### src/rtl/addsub_pkg.sv
// Shared definitions for the nibble-serial add/subtract controller and its slice.
package addsub_pkg;

  localparam int NIB_W = 4;

  typedef enum logic [1:0] {
    IDLE = 2'd0,
    RUN  = 2'd1,
    DONE = 2'd2
  } state_e;

  localparam logic OP_ADD = 1'b0;
  localparam logic OP_SUB = 1'b1;

endpackage

### src/rtl/nibble_addsub.sv
// Combinational 4-bit add/sub slice; inv and cin are separate so the carry can chain.
module nibble_addsub
  import addsub_pkg::*;
(
  input  logic [NIB_W-1:0] a,
  input  logic [NIB_W-1:0] b,
  input  logic             inv,
  input  logic             cin,
  output logic [NIB_W-1:0] s,
  output logic             cout
);

  logic [NIB_W:0] w_sum;

  assign w_sum = {1'b0, a} + {1'b0, b ^ {NIB_W{inv}}} + {{NIB_W{1'b0}}, cin};
  assign s     = w_sum[NIB_W-1:0];
  assign cout  = w_sum[NIB_W];

endmodule

### src/rtl/addsub_seq_ctrl.sv
// Wide add/subtract computed one nibble per cycle (LSB first) through a shared slice,
// with valid/ready request and response channels.
module addsub_seq_ctrl
  import addsub_pkg::*;
#(
  parameter int NIBBLES = 4
) (
  input  logic                   clk,
  input  logic                   rst_n,
  input  logic                   req_valid,
  output logic                   req_ready,
  input  logic                   req_sub,
  input  logic [NIB_W*NIBBLES-1:0] req_a,
  input  logic [NIB_W*NIBBLES-1:0] req_b,
  output logic                   rsp_valid,
  input  logic                   rsp_ready,
  output logic [NIB_W*NIBBLES-1:0] rsp_s,
  output logic                   rsp_carry,
  output logic                   rsp_overflow,
  output logic                   rsp_zero,
  output logic                   busy
);

  localparam int W  = NIB_W * NIBBLES;
  localparam int KW = (NIBBLES > 1) ? $clog2(NIBBLES) : 1;

  state_e           r_state;
  state_e           w_state_nxt;
  logic [W-1:0]     r_a;
  logic [W-1:0]     r_b;
  logic [W-1:0]     r_res;
  logic             r_sub;
  logic             r_c;
  logic [KW-1:0]    r_k;
  logic             r_req_ready;
  logic             r_rsp_valid;
  logic             r_busy;
  logic [W-1:0]     r_rsp_s;
  logic             r_rsp_carry;
  logic             r_rsp_overflow;
  logic             r_rsp_zero;

  logic [NIB_W-1:0] w_a_nib;
  logic [NIB_W-1:0] w_b_nib;
  logic [NIB_W-1:0] w_sum;
  logic             w_cout;
  logic             w_last;
  logic             w_accept;
  logic             w_ovf;
  logic [W-1:0]     w_res_nxt;

  assign w_last   = (r_k == KW'(NIBBLES - 1));
  assign w_accept = (r_state == IDLE) && req_valid;

  // Select the active nibble and merge the slice sum into the partial result.
  always_comb begin
    w_a_nib   = r_a[NIB_W*int'(r_k) +: NIB_W];
    w_b_nib   = r_b[NIB_W*int'(r_k) +: NIB_W];
    w_res_nxt = r_res;
    w_res_nxt[NIB_W*int'(r_k) +: NIB_W] = w_sum;
  end

  nibble_addsub u_slice (
    .a    (w_a_nib),
    .b    (w_b_nib),
    .inv  (r_sub),
    .cin  (r_c),
    .s    (w_sum),
    .cout (w_cout)
  );

  // Signed overflow compares the operand signs after B has been conditionally inverted.
  assign w_ovf = (r_a[W-1] == (r_b[W-1] ^ r_sub)) && (w_sum[NIB_W-1] != r_a[W-1]);

  // Next-state logic.
  always_comb begin
    w_state_nxt = r_state;
    case (r_state)
      IDLE: begin
        if (req_valid) w_state_nxt = RUN;
        else           w_state_nxt = IDLE;
      end
      RUN: begin
        if (w_last) w_state_nxt = DONE;
        else        w_state_nxt = RUN;
      end
      DONE: begin
        if (rsp_ready) w_state_nxt = IDLE;
        else           w_state_nxt = DONE;
      end
      default: w_state_nxt = IDLE;
    endcase
  end

  // State register with handshake outputs decoded from the next state.
  always_ff @(posedge clk) begin
    if (!rst_n) begin
      r_state     <= IDLE;
      r_req_ready <= 1'b1;
      r_rsp_valid <= 1'b0;
      r_busy      <= 1'b0;
    end else begin
      r_state     <= w_state_nxt;
      r_req_ready <= (w_state_nxt == IDLE);
      r_rsp_valid <= (w_state_nxt == DONE);
      r_busy      <= (w_state_nxt != IDLE);
    end
  end

  // Operand capture, nibble iteration and result/flag registers.
  always_ff @(posedge clk) begin
    if (!rst_n) begin
      r_a            <= {W{1'b0}};
      r_b            <= {W{1'b0}};
      r_sub          <= OP_ADD;
      r_c            <= 1'b0;
      r_k            <= {KW{1'b0}};
      r_res          <= {W{1'b0}};
      r_rsp_s        <= {W{1'b0}};
      r_rsp_carry    <= 1'b0;
      r_rsp_overflow <= 1'b0;
      r_rsp_zero     <= 1'b0;
    end else if (w_accept) begin
      r_a   <= req_a;
      r_b   <= req_b;
      r_sub <= req_sub;
      r_c   <= (req_sub == OP_SUB);
      r_k   <= {KW{1'b0}};
      r_res <= {W{1'b0}};
    end else if (r_state == RUN) begin
      r_res <= w_res_nxt;
      r_c   <= w_cout;
      if (w_last) begin
        r_k            <= r_k;
        r_rsp_s        <= w_res_nxt;
        r_rsp_carry    <= w_cout;
        r_rsp_overflow <= w_ovf;
        r_rsp_zero     <= ~|w_res_nxt;
      end else begin
        r_k <= r_k + KW'(1);
      end
    end
  end

  assign req_ready    = r_req_ready;
  assign rsp_valid    = r_rsp_valid;
  assign busy         = r_busy;
  assign rsp_s        = r_rsp_s;
  assign rsp_carry    = r_rsp_carry;
  assign rsp_overflow = r_rsp_overflow;
  assign rsp_zero     = r_rsp_zero;

endmodule

### config.mk
export PLATFORM = sky130hd
export DESIGN_NAME = addsub_seq_ctrl
export DESIGN_NICKNAME = d
export VERILOG_FILES = /design/src/rtl/addsub_pkg.sv /design/src/rtl/nibble_addsub.sv /design/src/rtl/addsub_seq_ctrl.sv
export SDC_FILE = /design/constraint.sdc
export NUM_CORES = 1
export LEC_CHECK = 0
export BUFFER_PORTS_ARGS = -buffer_cell sky130_fd_sc_hd__buf_2
export CAP_MARGIN = 20
export CORE_MARGIN = 2
export CORE_UTILIZATION = 45
export DETAILED_ROUTE_END_ITERATION = 6
export MAX_ROUTING_LAYER = met4
export PLACE_DENSITY_LB_ADDON = 0.08
export SYNTH_ARGS = -nofsm -noshare
export SYNTH_HDL_FRONTEND = slang
export SYNTH_SLANG_ARGS = --single-unit
### constraint.sdc
create_clock -name clk -period 10.4 [get_ports clk]
set_clock_uncertainty 0.1 [all_clocks]
set_input_delay 3.12 -clock clk [delete_from_list [all_inputs] [get_ports clk]]
set_output_delay 3.12 -clock clk [all_outputs]
set_load 0.05 [all_outputs]
After elaboration in Yosys (flattened, before gate mapping) --
Index checks and enable logic that the tools add are counted.
Word-level totals: input bits 37, register bits 76, word-level logic and storage cells 51
Cells by class: shift-type cells 4, reductions and logical operators 11, eq/ne operators 6, mux-type cells 7, bitwise operators 5, $add $sub $neg 4
Operators by type and width (count):
- $neg A4 Y33 | 1
- $shift A4 B33 Y16 const A | 1
- $shiftx A4 B33 Y16 | 1
- $shiftx A16 B5 Y4 | 2
- $bwmux W16 | 1
- $reduce_or A16 Y1 | 1
- $eq A2 B2 Y1 const B | 3
- $pmux W2 S3 | 1
- $add A4 B4 Y5 | 1
- $add A5 B1 Y5 | 1
- $logic_not A2 Y1 | 2
- $mux W2 | 2
- $reduce_bool A2 Y1 | 2
- $xor A4 B4 Y4 | 1
- $mux W1 | 3
- $not A1 Y1 | 3
- $reduce_and A3 Y1 | 1
- $add A2 B1 Y2 const B | 1
- $eq A2 B1 Y1 const B | 1
- $logic_and A1 B1 Y1 | 2
- $reduce_and A2 Y1 | 1
- $reduce_or A2 Y1 | 1
- $eq A1 B1 Y1 | 1
- $logic_not A1 Y1 | 1
- 2 further kinds | 2

Depth between registers and ports, before layout --
depth in word-level cells 8, mapped depth 11

Modules after synthesis --
A second synthesis with hierarchy kept.
Second synthesis, totals: cell total of the unflattened synthesis 391, area, all modules 3588.4 um^2
Modules (own cells, without submodules):
- addsub_seq_ctrl | times used 1, sequential area each 1521.5 um^2, cells each 372, area an instance 3413.3 um^2
- nibble_addsub | times used 1, sequential area each 0.0 um^2, cells each 19, area an instance 175.2 um^2

Least setup slack after synthesis --
No wires, ideal clock.
kind input to register, start point in req_valid, end point reg r_busy (netlist: busy), data arrival time 3833 ps, setup time 127 ps, cell stages on the path 4, slack 6339 ps, cells stage by stage and2_1 -> clkbuf_1 -> o21a_1 -> or2_2
Between the ends: word-level cells in the longest chain between the ends 3
RTL lines:
- start, declared | line addsub_seq_ctrl.sv:10 | input logic req_valid,
- $mux W1 | line addsub_seq_ctrl.sv:80 | if (req_valid) w_state_nxt = RUN;
- $pmux W2 S3 | line addsub_seq_ctrl.sv:78 | case (r_state)
- $reduce_bool A2 Y1 | line addsub_seq_ctrl.sv:106 | r_busy <= (w_state_nxt != IDLE);
- end signal, assigned | line addsub_seq_ctrl.sv:106
- end, declared | line addsub_seq_ctrl.sv:37 | logic r_busy;
Every way passes these cells. A chain may end at the register's enable or synchronous reset.

Final worst setup path --
start point in rst_n, end point reg r_res[7]
Between the ends: word-level cells in the longest chain between the ends 2
RTL lines:
- start, declared | line addsub_seq_ctrl.sv:9 | input logic rst_n,
- $not A1 Y1 (no source line)
- $reduce_or A2 Y1 (no source line)
- end signal, assigned | line addsub_seq_ctrl.sv:118 | r_res <= {W{1'b0}};
- end signal, assigned | line addsub_seq_ctrl.sv:129 | r_res <= {W{1'b0}};
- end signal, assigned | line addsub_seq_ctrl.sv:131 | r_res <= w_res_nxt;
- end, declared | line addsub_seq_ctrl.sv:31 | logic [W-1:0] r_res;
Every way passes these cells.

==> flow_summary.yaml <==
drt:
  m1WireLength_microns: 3670
  via_per_inst: 5.30
  wl_met3_microns: 277
  drt_iter0_markers: 106
  dr_total_vias: 2877
  top_layer_used: "met4"
  dr.pass1.iters: 4
  post_drt_wl_per_cell_microns: 14.7
  antenna_left: 0
  wl_met2_microns: 3820
  drt_wl_total_microns: 7990
  drc_errors: 0
floorplanning:
  start_util_pct: 46.6
  die_h_microns: 93.7
  dieArea_sq_um: 8770
  core-area_sq_um: 7770
  chipWidth_microns: 93.7
  io-pin-count: 59
  rows: 32
critical_path:
  start_kind: "input pin"
  crit_family: "buffers and inverters"
  crit_path_max_incr_delay_ps: 680
  cpMaxStageDelayCell: "buf_2"
  endpoint_kind: "flop"
  path_buf_inv: 1
  critical_path.max_fanout: 58
  cp.required_ps: 10560
  path_class: "in2reg"
  cp_data_arrival_time_ps: 4940
  crit_chain: "buf_2 -> nand2_1 -> a311oi_1"
place:
  gp_congestion: 0.819
  hpwl_microns: 5470
  dp.cells: 526
  portBuffers: 58
grt:
  grt_usage_pct: 19.8
  grt_max_degree: 59
  antenna_found_initial: 0
  grt_overflow_total: 0
  grt_pass1_vias: 2728
  grt_pass1_wl_microns: 13200
synth:
  synth.cell_area_sq_um: 3620
  netlist_instances: 390
  synth_cell_type_count: 53
  ys.flop_type: "dfxtp_1"
  yosys_warnings: 0
  async_flop_share_pct: 0
  ys_seq_area_share_pct: 42.0
  synth_edf_count: 0
  synth-seq-cells: 76
  syn-num-nets: 438
  syn_area_per_cell_sq_um: 9.28
power:
  p_comb_share_pct: 15.4
  swShare_pct: 29.4
  p_leak_nw: 1.85
  pwr-share-clk_pct: 36.8
  power.internal_w: 0.000458
  powerDensity_nw_per_um2: 157
  power_frac_seq_pct: 47.8
  switching_power_w: 0.000190
  ir_worst_vdd_mv: 0.0742
min_path:
  min_path_type: "reg2reg"
finish:
  fin_cells: 543
  fill_cells: 782
  regArea_sq_um: 1520
  area_growth_pct: 14.4
  multi_input_area_sq_um: 1900
  layout_common_cells: "nand2_1 (86), dfxtp_1 (76), buf_2 (58), a21boi_0 (32), nor2_1 (25)"
  fin_nets: 484
  antennaDiodeCount: 0
  drive_above_1_share_pct: 22.4
  final_common_cell: "nand2_1"
clock_network:
  ctsHoldBuffers: 0
  path_clk_slew_ps: 90
  ctsResizeCount: 0
  clock_latency_ps: 350
  clock_sinks: 76
  h-tree-depth: 3
  cts_tree: "yes"
  root_buffer: "clkbuf_8"
  cts_buffers: 9
  clockBufferDepth: 2
  postCtsSetupRepairBufs: 0
sta:
  report.final.slew_viol_count: 0
  hold_viol_final: 0
  worstMarginPinSlew_ps: 909
  totalNegativeSetupSlack_ps: 0
  setup_viol: 0
  fmax_mhz: 209
  min_period_ps: 4780
  fin_crit_sh_pct: 45.9
  grt_setup_unrepaired: "false"
  relSlewSlack_pct: 39.4
run:
  cap_violations: 0
run_status:
  status: "completed"
==> worst paths after layout <==
check              start       end  slack [ps]  cells past startpoint
setup / recovery   rst_n  r_res[7]        5620                      3
hold / removal    r_b[8]    r_b[8]         360                      2
setup reg to reg  r_k[1]  rsp_zero        6770                      9
hold reg to reg   r_b[8]    r_b[8]         360                      2
==> per-stage QoR <==
stage	area (sq um)	worst slack [ps]	utilization [%]	power (W)	hold WS, ps
2_1_floorplan	3620	6340	-	0.000389	339
3_3_place_gp	3910	5300	50.3	0.000414	350
3_5_place_dp	3910	5260	50.3	0.000415	358
4_1_cts	4120	5600	53.0	0.000651	370
5_1_grt	4140	5430	53.3	0.000681	389
6_report	4140	5620	53.3	0.000649	365
==> area by class of cell <==
cell class                      instances  area share, %
Clock buffer                            9           2.99
Tap cell                              102           3.08
Multi-Input combinational cell        276           45.9
Clock inverter                          7           2.02
Sequential cell                        76           36.7
Inverter                               10          0.907
Timing Repair Buffer                   63           8.34
==> worst reg2reg max path: cells and delay by family, from the launching register on <==
family / cells / cell delay, ps
AO/OA/AOI/OAI: 2 / 710
XOR/XNOR: 1 / 170
adder cells (fa/ha/maj): 2 / 1040
flip-flops: 1 / 660
multiplexers: 1 / 410
AND/OR/NAND/NOR: 3 / 460
==> synthesized netlist by cell type, types with 2 or more instances <==
library cell / n / share of area (%)
and2b_2: 5 / 1.2
buf_2: 6 / 0.83
a21boi_0: 32 / 6.6
nor3_1: 4 / 0.55
a21oi_1: 12 / 1.7
xor2_1: 5 / 1.2
nand2b_1: 3 / 0.52
a31oi_1: 6 / 1.0
o221ai_1: 2 / 0.48
nor3b_1: 2 / 0.41
a41oi_1: 3 / 0.73
nor2b_1: 5 / 0.86
o211a_1: 12 / 3.3
dfxtp_1: 76 / 42
a32oi_1: 2 / 0.48
mux4_2: 2 / 1.2
xnor2_1: 3 / 0.73
o21a_1: 5 / 1.0
inv_1: 10 / 1.0
nand2_1: 86 / 8.9
clkbuf_8: 3 / 1.1
a211oi_1: 10 / 2.1
fa_1: 2 / 1.1
o21ai_0: 7 / 0.97
and2b_4: 2 / 0.55
mux4_1: 6 / 4.4
clkbuf_1: 14 / 1.5
nor2_1: 25 / 2.6
a21oi_2: 2 / 0.48
ha_1: 9 / 3.1
nand4_1: 3 / 0.52
buf_1: 2 / 0.21
and2_1: 2 / 0.35
buf_6: 2 / 0.62
a311oi_1: 2 / 0.48
==> power by group through the flow <==
stage / Clock (W) / Combinational (W) / Sequential (W)
final: 0.000239 / 0.0000997 / 0.000310
after detailed placement: 0 / 0.0000982 / 0.000317
after CTS: 0.000242 / 0.0000987 / 0.000310
after floorplan: 0 / 0.0000718 / 0.000317
after global routing: 0.000257 / 0.000112 / 0.000312
after global placement: 0 / 0.0000968 / 0.000317
==> routing by layer <==
metal	vias up	global-route usage, %
li1	1457	-
met3	15	2.89
met5	-	-
met1	1343	24.7
met2	62	32.1
met4	0	9.06
==> state kept, by name, indices dropped and copies added, names as in the netlist <==
| register | flops |
|---|---|
| r_k | 2 |
| r_c | 1 |
| req_ready | 1 |
| r_state | 2 |
| r_b | 16 |
| rsp_zero | 1 |
| rsp_valid | 1 |
| rsp_carry | 1 |
| r_res | 16 |
| busy | 1 |
| r_a | 16 |
| rsp_s | 16 |
| rsp_overflow | 1 |
| r_sub | 1 |
==> kinds of logic after synthesis <==
group / after synthesis / share of synthesized area (%)
buffers and inverters: 38 / 5.50
DFF: 76 / 42.0
AOI/OAI and AO/OA: 100 / 20.9
muxes: 9 / 5.88
and+or+nand+nor: 147 / 19.1
xor gates and xnor gates: 9 / 2.39
adders and majority gates: 11 / 4.22
No activity file was read; power rests on OpenSTA's default activity.
